## src/rtl/mips_prog_loader_if.sv

```systemverilog
// Bundle between an instruction-word source and the mips_32 program loader:
// word stream in, instruction-memory writes and core boot controls out.
interface mips_prog_loader_if #(
  parameter int unsigned ADDR_W = 8
);
  logic              start;
  logic [31:0]       load_pc;
  logic              word_valid;
  logic [31:0]       word_data;
  logic              word_last;
  logic              word_ready;
  logic              imem_we;
  logic [ADDR_W-1:0] imem_addr;
  logic [31:0]       imem_wdata;
  logic              core_reset;
  logic [31:0]       start_pc;
  logic [ADDR_W:0]   word_count;
  logic              busy;
  logic              done;
  logic              error;

  // Upstream source / boot controller side
  modport master (
    output start, load_pc, word_valid, word_data, word_last,
    input  word_ready, imem_we, imem_addr, imem_wdata, core_reset,
           start_pc, word_count, busy, done, error
  );

  // Loader side
  modport slave (
    input  start, load_pc, word_valid, word_data, word_last,
    output word_ready, imem_we, imem_addr, imem_wdata, core_reset,
           start_pc, word_count, busy, done, error
  );
endinterface

```

## src/rtl/mips_prog_loader.sv

```systemverilog
// Boot-time loader: streams instruction words into imem, holds mips_32 in reset
// while loading, then releases it with the latched start PC.
module mips_prog_loader #(
  parameter int unsigned ADDR_W     = 8,
  parameter int unsigned RESET_HOLD = 4
) (
  input  logic             clk,
  input  logic             reset,
  mips_prog_loader_if.slave bus
);

  localparam int unsigned HOLD_W = (RESET_HOLD > 1) ? $clog2(RESET_HOLD) : 1;
  localparam int unsigned CNT_W  = ADDR_W + 1;

  localparam logic [ADDR_W-1:0] ADDR_MAX  = '1;
  localparam logic [CNT_W-1:0]  COUNT_MAX = {1'b1, {ADDR_W{1'b0}}};
  localparam logic [HOLD_W-1:0] HOLD_LAST = HOLD_W'(RESET_HOLD - 1);

  typedef enum logic [2:0] {
    S_IDLE,
    S_LOAD,
    S_HOLD,
    S_RUN,
    S_ERR
  } state_e;

  state_e            state_q;
  logic [ADDR_W-1:0] addr_q;
  logic [HOLD_W-1:0] hold_q;
  logic              word_ready_q;
  logic              imem_we_q;
  logic [ADDR_W-1:0] imem_addr_q;
  logic [31:0]       imem_wdata_q;
  logic              core_reset_q;
  logic [31:0]       start_pc_q;
  logic [CNT_W-1:0]  word_count_q;
  logic              busy_q;
  logic              done_q;
  logic              error_q;

  logic              accept_c;
  logic [ADDR_W-1:0] addr_d;
  logic [CNT_W-1:0]  word_count_d;

  assign accept_c = bus.word_valid & word_ready_q;

  // Address stops at the top of memory instead of wrapping; count saturates.
  assign addr_d       = (addr_q == ADDR_MAX) ? addr_q : addr_q + ADDR_W'(1);
  assign word_count_d = (word_count_q == COUNT_MAX) ? word_count_q
                                                    : word_count_q + CNT_W'(1);

  always_ff @(posedge clk or negedge reset) begin
    if (!reset) begin
      state_q      <= S_IDLE;
      addr_q       <= '0;
      hold_q       <= '0;
      word_ready_q <= 1'b0;
      imem_we_q    <= 1'b0;
      imem_addr_q  <= '0;
      imem_wdata_q <= '0;
      core_reset_q <= 1'b1;
      start_pc_q   <= '0;
      word_count_q <= '0;
      busy_q       <= 1'b0;
      done_q       <= 1'b0;
      error_q      <= 1'b0;
    end else begin
      imem_we_q <= 1'b0;
      case (state_q)
        // A start from any resting state opens a fresh session.
        S_IDLE, S_RUN, S_ERR: begin
          if (bus.start) begin
            state_q      <= S_LOAD;
            start_pc_q   <= bus.load_pc;
            addr_q       <= '0;
            hold_q       <= '0;
            word_count_q <= '0;
            word_ready_q <= 1'b1;
            core_reset_q <= 1'b1;
            busy_q       <= 1'b1;
            done_q       <= 1'b0;
            error_q      <= 1'b0;
          end
        end

        S_LOAD: begin
          if (accept_c) begin
            imem_we_q    <= 1'b1;
            imem_addr_q  <= addr_q;
            imem_wdata_q <= bus.word_data;
            word_count_q <= word_count_d;
            addr_q       <= addr_d;
            if (bus.word_last) begin
              state_q      <= S_HOLD;
              word_ready_q <= 1'b0;
              hold_q       <= '0;
            end else if (addr_q == ADDR_MAX) begin
              state_q      <= S_ERR;
              word_ready_q <= 1'b0;
              busy_q       <= 1'b0;
              error_q      <= 1'b1;
            end
          end
        end

        // Last write lands on the first HOLD cycle, well before release.
        S_HOLD: begin
          if (hold_q == HOLD_LAST) begin
            state_q      <= S_RUN;
            core_reset_q <= 1'b0;
            busy_q       <= 1'b0;
            done_q       <= 1'b1;
          end else begin
            hold_q <= hold_q + HOLD_W'(1);
          end
        end

        default: begin
          state_q      <= S_IDLE;
          word_ready_q <= 1'b0;
          core_reset_q <= 1'b1;
          busy_q       <= 1'b0;
          done_q       <= 1'b0;
          error_q      <= 1'b0;
        end
      endcase
    end
  end

  assign bus.word_ready = word_ready_q;
  assign bus.imem_we    = imem_we_q;
  assign bus.imem_addr  = imem_addr_q;
  assign bus.imem_wdata = imem_wdata_q;
  assign bus.core_reset = core_reset_q;
  assign bus.start_pc   = start_pc_q;
  assign bus.word_count = word_count_q;
  assign bus.busy       = busy_q;
  assign bus.done       = done_q;
  assign bus.error      = error_q;

endmodule
```

## src/flat_wrapper.sv

```systemverilog
// flat-port wrapper written by rule: the top's interface ports become plain ports
module mips_prog_loader_flat 
#(
  parameter int unsigned ADDR_W     = 8,
  parameter int unsigned RESET_HOLD = 4
)
  (clk, reset, bus_start, bus_load_pc, bus_word_valid, bus_word_data, bus_word_last, bus_word_ready, bus_imem_we, bus_imem_addr, bus_imem_wdata, bus_core_reset, bus_start_pc, bus_word_count, bus_busy, bus_done, bus_error);
  mips_prog_loader_if #(.ADDR_W(ADDR_W)) bus_i ();
  input  logic clk;
  input  logic reset;
  input wire logic [$bits(bus_i.start)-1:0] bus_start;
  input wire logic [$bits(bus_i.load_pc)-1:0] bus_load_pc;
  input wire logic [$bits(bus_i.word_valid)-1:0] bus_word_valid;
  input wire logic [$bits(bus_i.word_data)-1:0] bus_word_data;
  input wire logic [$bits(bus_i.word_last)-1:0] bus_word_last;
  output wire logic [$bits(bus_i.word_ready)-1:0] bus_word_ready;
  output wire logic [$bits(bus_i.imem_we)-1:0] bus_imem_we;
  output wire logic [$bits(bus_i.imem_addr)-1:0] bus_imem_addr;
  output wire logic [$bits(bus_i.imem_wdata)-1:0] bus_imem_wdata;
  output wire logic [$bits(bus_i.core_reset)-1:0] bus_core_reset;
  output wire logic [$bits(bus_i.start_pc)-1:0] bus_start_pc;
  output wire logic [$bits(bus_i.word_count)-1:0] bus_word_count;
  output wire logic [$bits(bus_i.busy)-1:0] bus_busy;
  output wire logic [$bits(bus_i.done)-1:0] bus_done;
  output wire logic [$bits(bus_i.error)-1:0] bus_error;
  assign bus_i.start = bus_start;
  assign bus_i.load_pc = bus_load_pc;
  assign bus_i.word_valid = bus_word_valid;
  assign bus_i.word_data = bus_word_data;
  assign bus_i.word_last = bus_word_last;
  assign bus_word_ready = bus_i.word_ready;
  assign bus_imem_we = bus_i.imem_we;
  assign bus_imem_addr = bus_i.imem_addr;
  assign bus_imem_wdata = bus_i.imem_wdata;
  assign bus_core_reset = bus_i.core_reset;
  assign bus_start_pc = bus_i.start_pc;
  assign bus_word_count = bus_i.word_count;
  assign bus_busy = bus_i.busy;
  assign bus_done = bus_i.done;
  assign bus_error = bus_i.error;
  mips_prog_loader #(.ADDR_W(ADDR_W), .RESET_HOLD(RESET_HOLD)) u_core (.clk(clk), .reset(reset), .bus(bus_i));
endmodule
```

## config.mk

```make
export PLATFORM = sky130hd
export DESIGN_NAME = mips_prog_loader_flat
export DESIGN_NICKNAME = d
export VERILOG_FILES = /design/src/rtl/mips_prog_loader_if.sv /design/src/rtl/mips_prog_loader.sv /design/src/flat_wrapper.sv
export SDC_FILE = /design/constraint.sdc
export NUM_CORES = 1
export LEC_CHECK = 0
export BUFFER_PORTS_ARGS = -buffer_cell sky130_fd_sc_hd__buf_2
export CAP_MARGIN = 30
export CORE_UTILIZATION = 50
export CTS_BUF_LIST = sky130_fd_sc_hd__clkbuf_8 sky130_fd_sc_hd__clkbuf_16
export CTS_CLUSTER_DIAMETER = 120
export DETAILED_ROUTE_END_ITERATION = 16
export PLACE_DENSITY = 0.83
export SYNTH_ARGS = -nofsm -noshare
export SYNTH_HDL_FRONTEND = slang
export SYNTH_SLANG_ARGS = --single-unit
```

## constraint.sdc

```tcl
create_clock -name clk -period 2.27 [get_ports clk]
set_input_delay 0.454 -clock clk [delete_from_list [all_inputs] [get_ports clk]]
set_output_delay 0.454 -clock clk [all_outputs]
set_load 0.01 [all_outputs]
```

Word level (Yosys, flattened, before mapping). Index checks and enable logic that the tools add are counted.

Add/subtract/negate cells: 3. Equality and inequality tests: 17. Mux-type cells: 38. Bitwise gates (word level): 3. Reduce and logical (&&, ||, !) cells: 14.

Operator list (count): 9-bit two-way mux (3); 8-bit two-way mux (3); 9-bit case mux with 2 select lines (1); 8-bit case mux with 2 select lines (1); 4-bit AND reduction (4); 3-bit two-way mux (5); 1-bit case mux with 3 select lines (5); 5-bit AND reduction (3); 1-bit two-way mux (14); 2-bit inequality test, second input constant (6); 9-bit by 1-bit adder with 9-bit output, second input constant (1); 9-bit == test, second input constant (1); 3-bit case mux with 3 select lines (1); 8-bit by 1-bit adder with 8-bit output, second input constant (1); 8-bit == test, second input constant (1); 2-bit two-way mux (4); 3-bit by 2-bit == test with 1-bit output, second input constant (2); 2-bit by 1-bit inequality test with 1-bit output, second input constant (3); 2-bit case mux with 3 select lines (1); 2-bit AND reduction (2); 3-bit by 1-bit == test with 1-bit output, second input constant (1); 3-bit == test, second input constant (1); 3-bit zero test (1); 3-bit by 2-bit inequality test with 1-bit output, second input constant (1); 8 further kinds (9).

Register bits: 100. Bits of input ports: 69. Output and inout port bits: 87.

Longest topological paths before layout. Gate-level depths: netlist (run 1).

Word-level depth: 5. Gate-level depth with buffers: 8. Depth with buffers taken out: 6.

Worst setup path before layout (run 1). Ideal clock, no wire load.

Path type: reg-to-reg. Start: register u_core.state_q[2]. End: register u_core.imem_wdata_q[16] (netlist: u_core.bus.imem_wdata[16]). Library setup time: 125 ps. Arrival: 1716 ps. Required time: 2145 ps. Path slack: 429 ps. Stages on the path, launching flop included: 8. Path buffers: 4. Period minus slack after synthesis: 1841 ps. Cell sequence: dfrtp_1 > buf_2 > or3b_1 > buf_6 > nor2_4 > buf_6 > buf_4 > mux2_2.

Cells in the longest elaborated chain, start to end: 2.

RTL lines: start: declaration (RTL line mips_prog_loader.sv:27) `state_e state_q;`; start signal: assignment (RTL line mips_prog_loader.sv:54) `state_q <= S_IDLE;`; start signal: assignment (RTL line mips_prog_loader.sv:73) `state_q <= S_LOAD;`; start signal: assignment (RTL line mips_prog_loader.sv:94) `state_q <= S_HOLD;`; 3-bit by 1-bit == test with 1-bit output (RTL line mips_prog_loader.sv:69) `case (state_q)`; 2-bit AND reduction (no line); end signal: assignment (RTL line mips_prog_loader.sv:90) `imem_wdata_q <= bus.word_data;`; end: declaration (RTL line mips_prog_loader.sv:33) `logic [31:0] imem_wdata_q;`.

No other way between the ends. A chain may end at the register's enable or synchronous reset.

Final worst setup path (run 1).
Start: register u_core.state_q[1]. End: register u_core.addr_q[0].

Cells in the longest elaborated chain, start to end: 4. Elaborated cells between the ends (all ways): 11. Classes of those cells: eq/ne: 6; mux: 1; reduce/logical: 4.

RTL lines: 3-bit by 2-bit == test with 1-bit output, or another cell as far along (RTL line mips_prog_loader.sv:69); 3-bit OR reduction (RTL line mips_prog_loader.sv:69); 2-bit inequality test (no line) / 2-bit nonzero test (equally long branches); 4-bit AND reduction (no line); end signal: assignment (RTL line mips_prog_loader.sv:92) `addr_q <= addr_d;`; end: declaration (RTL line mips_prog_loader.sv:28) `logic [ADDR_W-1:0] addr_q;`.

Several ways; a longest one is shown, not always the timed one.

==> results.toml, run 1 <==
[timing]
period_share_pct = 85.39
max_freq_mhz = 515.9
maxSlewHeadroom_pct = 63.34
skew_ps = 11.67
timing.setup.tns_ps = 0
whs_ps = 75.64
worst_pin_slew_ps = 549.9
finalCriticalPeriod_ps = 1938
maxSlewViolCount = 0
finalSetupViolations = 0
rsz0062_at_grt = "false"
hold_violations = 0

[clocking]
clk_pin_slew_ps = 90
htree_num_levels = 3
clk_latency_ps = 360
clock_sinks = 100
cts_buffer_depth = 2
cts-resized-gates = 0
root_buffer = "clkbuf_8"
cts_tree = "built"
cts_setup_buffers = 0
cts_buffers = 9
hold_buffers = 0

[placed_design]
dp.cells = 582
place_congestion = 0.8403
portBuffers = 155
hpwl_mm = 6.605

[layout]
fillers = 652
area_delta_synth_final_pct = 25.32
drive_gt1_share_pct = 53.75
instances_no_fill = 598
num-nets-final = 561
diodes = 0

[synthesis]
synthArstFlopShare_pct = 100.0
synth_area_um2 = 4359
yosysUniqueCellTypes = 54
synth_top_area_share_pct = 56.83
yosys_warnings = 0
yosys-top-cells-area = "dfrtp_1 (57%), mux2_2 (19%), o21ai_0 (2.1%), a21oi_1 (1.6%), buf_6 (1.5%)"
avgSynthCellArea_um2 = 13.29
synth_seq_area_share_pct = 57.43
yosysTopAreaCell = "dfrtp_1"
synth_common_cells = "dfrtp_1 (99), mux2_2 (75), o21ai_0 (18)"
syn_nets = 401
synth_ff_type = "dfrtp_1"
yosysMostFrequentCell = "dfrtp_1"
synth_cells = 328
synth_edf_count = 0
ys_ff_latch = 100

[worst_hold_path]
min-delay-path-class = "in -> async"

[critical_path]
path_max_fanout = 11
reg2reg_from = "u_core.state_q[1]"
start_kind = "flop"
worstPathArrival_ps = 2190
cp-startpoint = "u_core.state_q[1]"
worstSetupPathType = "reg -> reg"
cp.required_ps = 2520
timing.rr.end = "u_core.addr_q[0]"
worst_setup_path_end_kind = "flop"
r2r_cells = 4
r2r_setup_slack_ps = 330

[routing]
highest_layer = "met4"
viasPerCell = 5.358
dr.pass1.iters = 4
met1_length_mm = 3.763
avgRoutedWirePerCell_um = 14.96
met2WireLength_mm = 4.481
wl_met3_um = 610
dr_total_vias = 3204
wl_mm = 8.948
drcViolationCount = 0
first_iter_violations = 107
route.antenna.remaining_nets = 0

[floorplanning]
dieArea_um2 = 9095
die_height_um = 95.37
core_area_um2 = 8341
start_util_pct = 52.27
die_x_um = 95.37
std_cell_rows = 33
io_pins = 156

[outcome]
status = "finished, final reports clean"

[power]
ir_worst_vdd_mv = 0.4504
p_per_area_nw_per_um2 = 1281
p_leak_uw = 0.002639
power_uw = 6998

[global_route]
antenna_found_initial = 0
grt-ovfl-total = 0
grt_start_max_net_pins = 42
grt_usage_pct = 19.63
grt_pass1_vias = 2978
grt_pass1_wl_mm = 13.67

[flow_run]
cap_violations = 0
registers in the layout, summed over array words and instances, names as in the netlist:
name / count
u_core.bus.imem_wdata: 32
u_core.addr_q: 8
u_core.bus.start_pc: 32
u_core.bus.word_ready: 1
u_core.bus.imem_addr: 8
u_core.bus.done: 1
u_core.bus.busy: 1
u_core.bus.imem_we: 1
u_core.bus.core_reset: 1
u_core.hold_q: 2
u_core.state_q: 3
u_core.bus.word_count: 9
u_core.bus.error: 1
final cells by class:
class	instances	area (um2)	share of cell area, %
clock buffer	10	137.6	2.519
clock inverter	6	65.06	1.191
inverter	7	26.28	0.4810
multi-input combinational	206	1703	31.17
sequential	100	2504	45.83
tap	105	131.4	2.405
timing repair buffer	164	895.9	16.40
per-layer routing:
metal  GRT usage, %  up-vias
met2          33.51      108
met4          6.965        0
met5              0        -
li1               -     1520
met1          24.53     1568
met3          4.306        8
critical path: stages, from the launching register on:
cell and delay [ps]:
dfrtp_1 380, or3b_1 610, o211ai_4 400, o21ai_2 150, mux2_2 290
how the worst max path moves through the flow:
| stage | end | slack (ps) | depth (start not counted) |
|---|---|---|---|
| finish | u_core.addr_q[0] | 330 | 4 |
| detailed placement | u_core.bus.start_pc[15] | 290 | 5 |
| global placement | u_core.bus.start_pc[8] | 330 | 5 |
| global route | u_core.addr_q[0] | 230 | 4 |
| floorplan | u_core.bus.imem_wdata[16] | 430 | 7 |
| CTS | u_core.addr_q[0] | 320 | 4 |
power breakdown:
group | leakage [uW] | internal (uW) | switching [uW]
combinational | 0.00131 | 1520 | 1460
sequential | 0.00123 | 2510 | 385
clock | 0.0000959 | 537 | 592
total | 0.00264 | 4560 | 2440
cell usage in the layout, fill, tap and decap left out, types with 2 or more instances in the layout:
cell        Yosys  layout
nand2b_1        4       4
mux2_2         75      75
o21ai_0        18      18
o211a_1         3       3
nand2_1         9       9
and3_1          4       4
o31ai_1         4       4
dfrtp_1        99      99
o211ai_1        3       3
ha_1            4       4
nand2_2         2       2
buf_2           4     154
nor2_1         13      13
a22o_1          3       3
nor3_1          3       3
clkinvlp_4      0       3
nor2b_1         3       3
a21oi_1        14      14
buf_12          1       4
a21o_1          2       2
buf_4           1       6
clkbuf_8        0      10
nand3_1         6       6
inv_1           7       8
a31oi_1         5       5
nor4bb_1        2       2
nand4_1         3       3
cells by family after synthesis:
family	synth area share (%)
buf+inv	3.502
compound gates	10.68
flops	57.43
simple gates	7.463
fa+ha+maj	1.148
xor+xnor	0.4019
mux	19.37
per-stage QoR:
| stage | instance area, um2 | setup slack (ps) | util (%) |
|---|---|---|---|
| 2_1_floorplan | 4359 | 429.4 | - |
| 3_3_place_gp | 5260 | 333.6 | 63.07 |
| 3_5_place_dp | 5260 | 290.2 | 63.07 |
| 4_1_cts | 5463 | 321.2 | 65.50 |
| 5_1_grt | 5463 | 231.9 | 65.50 |
| 6_report | 5463 | 331.6 | 65.50 |
Note: power is estimated with default switching activity, not from simulation.
==> run 2: changes to the inputs <==
- CORE_ASPECT_RATIO: default -> 1.75
==> results.toml, run 2 (same netlist as run 1, synthesis figures left out) <==
[layout]
instances_no_fill = 606
diodes = 0
drive_gt1_share_pct = 53.77
area_delta_synth_final_pct = 27.53
final_common_cell = "buf_2"
final_cell_mix = "buf_2 (154), dfrtp_1 (99), mux2_2 (75), o21ai_0 (18), a21oi_1 (14)"
num-nets-final = 561
final_core_util_pct = 66.43
fillers = 659

[global_route]
grt_pass1_vias = 3401
grt-ovfl-total = 0
grt_pass1_wl_mm = 15.55
antenna_found_initial = 0
grt_start_max_net_pins = 47
grt_usage_pct = 21.92

[critical_path]
worst_setup_path_end_kind = "flop"
start_kind = "flop"
worstPathArrival_ps = 2140
cp.required_ps = 2480
path_max_fanout = 33
worstSetupPathType = "reg -> reg"

[timing]
maxSlewHeadroom_pct = 65.72
worst_pin_slew_ps = 514.2
finalSetupViolations = 0
maxSlewViolCount = 0
period_share_pct = 84.90
skew_ps = 5.360
hold_violations = 0
timing.setup.tns_ps = 0
max_freq_mhz = 518.9
setup_slack_ps = 342.8
finalCriticalPeriod_ps = 1927
rsz0062_at_grt = "false"

[routing]
dr_total_vias = 3261
viasPerCell = 5.381
dr.pass1.iters = 4
wl_mm = 9.323
route.antenna.remaining_nets = 0
avgRoutedWirePerCell_um = 15.38
first_iter_violations = 139
drcViolationCount = 0

[placed_design]
pre_cts_slack_ps = 286.4
place_congestion = 0.8440
hpwl_mm = 6.884
dp.cells = 592
portBuffers = 155

[clocking]
hold_buffers = 0
clk_latency_ps = 330
cts_tree = "built"
cts_setup_buffers = 0
clock_sinks = 100
root_buffer = "clkbuf_16"
cts-resized-gates = 0
cts_buffers = 9
htree_num_levels = 3
clk_pin_slew_ps = 70
cts_buffer_depth = 2

[floorplanning]
core_area_um2 = 8368
dieArea_um2 = 9110
io_pins = 156
die_x_um = 72.58
die_height_um = 125.5
start_util_pct = 52.09
std_cell_rows = 44

[power]
p_leak_uw = 0.002684
ir_worst_vdd_mv = 0.7108
p_per_area_nw_per_um2 = 1333

[worst_hold_path]
min-delay-path-class = "in -> async"

[outcome]
status = "finished, final reports clean"

[flow_run]
cap_violations = 0
run 2: cell count changes in the layout (fill, tap and decap cells not counted):
cell        delta
clkbuf_8       -8
buf_4          +1
clkinvlp_4     -2
inv_1          -1
buf_12         -1
clkinv_4       -1
clkbuf_16      +9
inv_6          +1
run 2: worst paths after layout:
| path | start | end | slack (ps) | cells past startpoint |
|---|---|---|---|---|
| min in group clk | bus_word_data[10] | u_core.bus.imem_wdata[10] | 350 | 2 |
| min reg2reg | u_core.bus.imem_wdata[27] | u_core.bus.imem_wdata[27] | 500 | 1 |
| max in group asynchronous | reset | u_core.bus.start_pc[20] | 1550 | 2 |
| max reg2reg | u_core.state_q[1] | u_core.bus.start_pc[28] | 340 | 5 |
| max | u_core.state_q[1] | u_core.bus.start_pc[28] | 340 | 5 |
| min | reset | u_core.bus.imem_wdata[30] | 50 | 1 |
run 2: metal layers:
layer	up-vias	wire (um)	track usage, %
met5	-	0	0
met4	0	210	9.227
met3	19	448	4.996
met2	106	5138	38.54
met1	1614	3526	24.92
li1	1522	-	-
run 2: area by class of cell:
class	count	area [um2]	share of cell area (%)
clock buffer	11	252.7	4.546
clock inverter	3	46.29	0.8328
inverter	7	26.28	0.4727
multi-input combinational	206	1703	30.63
sequential	100	2504	45.04
tap	115	143.9	2.588
timing repair buffer	164	883.3	15.89
run 2: power by group:
part	total (uW)	switching, uW	internal, uW
clock	1530	623	906
combinational	2980	1480	1510
sequential	2900	388	2510
total	7410	2490	4920
run 2: worst max-delay path, stage by stage, from the launching register on:
cell     delay [ps]
dfrtp_1         380
buf_4           180
or3b_2          560
nand2_2         120
buf_12          200
mux2_2          360
run 2: through the flow:
step / hold WS [ps] / instance area [um2] / total power (uW)
3_5_place_dp: 417.6 / 5260 / 5952
5_1_grt: 71.62 / 5559 / 7895
2_1_floorplan: 158.4 / 4359 / 4844
6_report: 47.54 / 5559 / 7412
3_3_place_gp: 408.1 / 5260 / 5788
4_1_cts: 52.37 / 5559 / 7497
==> run 3: changes to the inputs <==
- ABC_AREA: default -> 1
- clock period: 2.27 -> 2 ns (I/O delays scaled with it)
==> results.toml, run 3 <==
[outcome]
status = "finished, final reports clean"

[clocking]
clock_sinks = 100
cts_buffer_depth = 2
clk_latency_ps = 340
cts_buffers = 9
cts_tree = "built"
cts-resized-gates = 0
root_buffer = "clkbuf_16"
htree_num_levels = 3
cts_setup_buffers = 0
clk_pin_slew_ps = 60

[global_route]
grt_pass1_vias = 3911
grt-ovfl-total = 0
antenna_found_initial = 0
grt_usage_pct = 22.69
grt_start_max_net_pins = 77
grt_pass1_wl_mm = 16.66

[worst_hold_path]
min-delay-path-class = "in -> reg"
hp-start = "bus_word_data[31]"
hold_depth = 3
hold_end = "u_core.bus.imem_wdata[31]"

[placed_design]
place_congestion = 0.8595
portBuffers = 155
dp.cells = 819
placed_area_um2 = 5376
hpwl_mm = 7.514

[power]
p_clk_share_pct = 20.8
p_int_uw = 4999
combPwrFrac_pct = 40.4
seqPwrFrac_pct = 38.8
ir_worst_vdd_mv = 0.8663
p_sw_share_pct = 39.58
p_leak_uw = 0.003319
p_per_area_nw_per_um2 = 1455
p_switching_uw = 3275

[synthesis]
synth_seq_area_share_pct = 55.77
avgSynthCellArea_um2 = 8.017
synth_edf_count = 0
yosys.area_share.adder_pct = 1.115
synth_area_um2 = 4489
synthMuxAreaShare_pct = 0
yosysMostFrequentCell = "nand2_1"
yosysTopAreaCell = "dfrtp_1"
synth_common_cells = "nand2_1 (281), dfrtp_1 (99), nand3_1 (51)"
yosys_warnings = 0
synth-xor-area-share_pct = 0.1951
yosysUniqueCellTypes = 27
yosys-top-cells-area = "dfrtp_1 (55%), nand2_1 (23%), nand3_1 (5.7%), inv_1 (2.5%), nor2_1 (2.3%)"
synth_top_family_by_area = "simple AND/OR/NAND/NOR gates"
synth-simple-area-share_pct = 33.78
synthArstFlopShare_pct = 100.0
synth_compound_area_share_pct = 4.041
syn_nets = 633
ys_ff_latch = 100
synth_cells = 560
synth_top_area_share_pct = 55.18
synth_ff_type = "dfrtp_1"

[routing]
first_iter_violations = 258
drcViolationCount = 0
viasPerCell = 4.972
dr.pass1.iters = 4
wl_mm = 10.13
dr_total_vias = 4152
avgRoutedWirePerCell_um = 12.13
route.antenna.remaining_nets = 0

[floorplanning]
std_cell_rows = 45
core_area_um2 = 8671
io_pins = 156
die_x_um = 73.63
dieArea_um2 = 9377
die_height_um = 127.4
start_util_pct = 51.77

[layout]
area_delta_synth_final_pct = 26.70
diodes = 0
final_common_cell = "nand2_1"
instances_no_fill = 835
fillers = 729
final_core_util_pct = 65.60
drive_gt1_share_pct = 26.32
final_cell_mix = "nand2_1 (281), buf_2 (154), dfrtp_1 (99), nand3_1 (51), inv_1 (30)"
num-nets-final = 787
stdcell_area_um2 = 5688

[timing]
rsz0062_at_grt = "false"
finalCriticalPeriod_ps = 1644
maxSlewViolCount = 0
timing.setup.tns_ps = 0
hold_violations = 0
maxSlewHeadroom_pct = 54.76
period_share_pct = 82.19
skew_ps = 6.867
max_freq_mhz = 608.4
finalSetupViolations = 0
worst_pin_slew_ps = 677.5

[critical_path]
worstPathArrival_ps = 1900
worst_setup_path_end_kind = "flop"
path_max_fanout = 6
start_kind = "flop"
r2r_setup_slack_ps = 360
timing.rr.end = "u_core.hold_q[0]"
r2r_cells = 6
reg2reg_from = "u_core.state_q[0]"
worstSetupPathType = "reg -> reg"
cp.required_ps = 2250

[flow_run]
cap_violations = 0
==> run 3: changes by cell type in the layout (fill, tap and decap cells not counted), moves of 5 or more <==
cell      before  now
inv_1          7   30
mux2_2        75    0
o21bai_1       0    8
a31oi_1        5    0
nand2_1        9  281
o21ai_0       18   10
a21oi_1       14    7
nor2_1        13   27
nand3_1        6   51
==> run 3: logic make-up after synthesis <==
| group | Yosys count |
|---|---|
| and+or+nand+nor | 373 |
| xor gates and xnor gates | 1 |
| adders and majority gates | 4 |
| DFF | 100 |
| buffers and inverters | 52 |
| AOI/OAI and AO/OA | 30 |
==> run 3: layout make-up <==
type                            instances  area [um2]  share of cell area, %
Multi-Input combinational cell        408        1759                  30.93
Clock buffer                           11       252.7                  4.443
Sequential cell                       100        2504                  44.02
Tap cell                              117       146.4                  2.574
Clock inverter                          4       48.80                 0.8579
Timing Repair Buffer                  164       860.8                  15.13
Inverter                               31       116.4                  2.046
==> run 3: worst max-delay path, stage by stage (launching register included) <==
cell and delay, ps:
dfrtp_1 420, inv_1 100, nand2_1 80, nor2_1 290, inv_1 190, or2_2 310, o21ai_0 170
==> run 3: metrics by stage <==
stage	worst slack, ps	hold slack (ps)	total power [uW]
after global placement	437.7	313.2	6453
after CTS	316.2	248.4	8362
after detailed placement	357.3	322.4	6616
after global routing	180.1	256.8	8917
after floorplan	645.6	104.4	5319
final	356.2	260.8	8274
==> run 3: power by group through the flow <==
stage | clock network, uW | logic (uW) | registers [uW]
3_5_place_dp | 0 | 3390 | 3220
5_1_grt | 1840 | 3780 | 3300
4_1_cts | 1750 | 3400 | 3210
6_report | 1720 | 3350 | 3210
3_3_place_gp | 0 | 3260 | 3200
2_1_floorplan | 0 | 1790 | 3530
==> run 3: worst max path at each step <==
stage / start / to / slack [ps] / cells past startpoint
2_1_floorplan: u_core.state_q[1] / u_core.bus.word_count[2] / 650 / 9
3_3_place_gp: u_core.state_q[1] / u_core.bus.word_count[6] / 440 / 9
3_5_place_dp: u_core.state_q[0] / u_core.hold_q[0] / 360 / 6
4_1_cts: u_core.state_q[0] / u_core.hold_q[0] / 320 / 6
5_1_grt: u_core.state_q[0] / u_core.bus.start_pc[26] / 180 / 7
6_report: u_core.state_q[0] / u_core.hold_q[0] / 360 / 6
==> run 3: timing repair <==
item | 4_1_cts | 5_1_grt
endpoints found under the hold margin | 23 | 0
endpoints found under the setup margin | 0 | 0
hold buffers | 1 | 0
==> run 3: layer usage <==
layer  up-vias  global-route usage (%)  wire (um)  part of all wire (%)
li1       2052                       -          -                     -
met1      1929                   25.79       4056                    40
met2       153                   40.21       5401                    53
met3        18                   4.259        509                   5.0
met4         0                   10.18        163                   1.6
met5         -                       0          0                     0
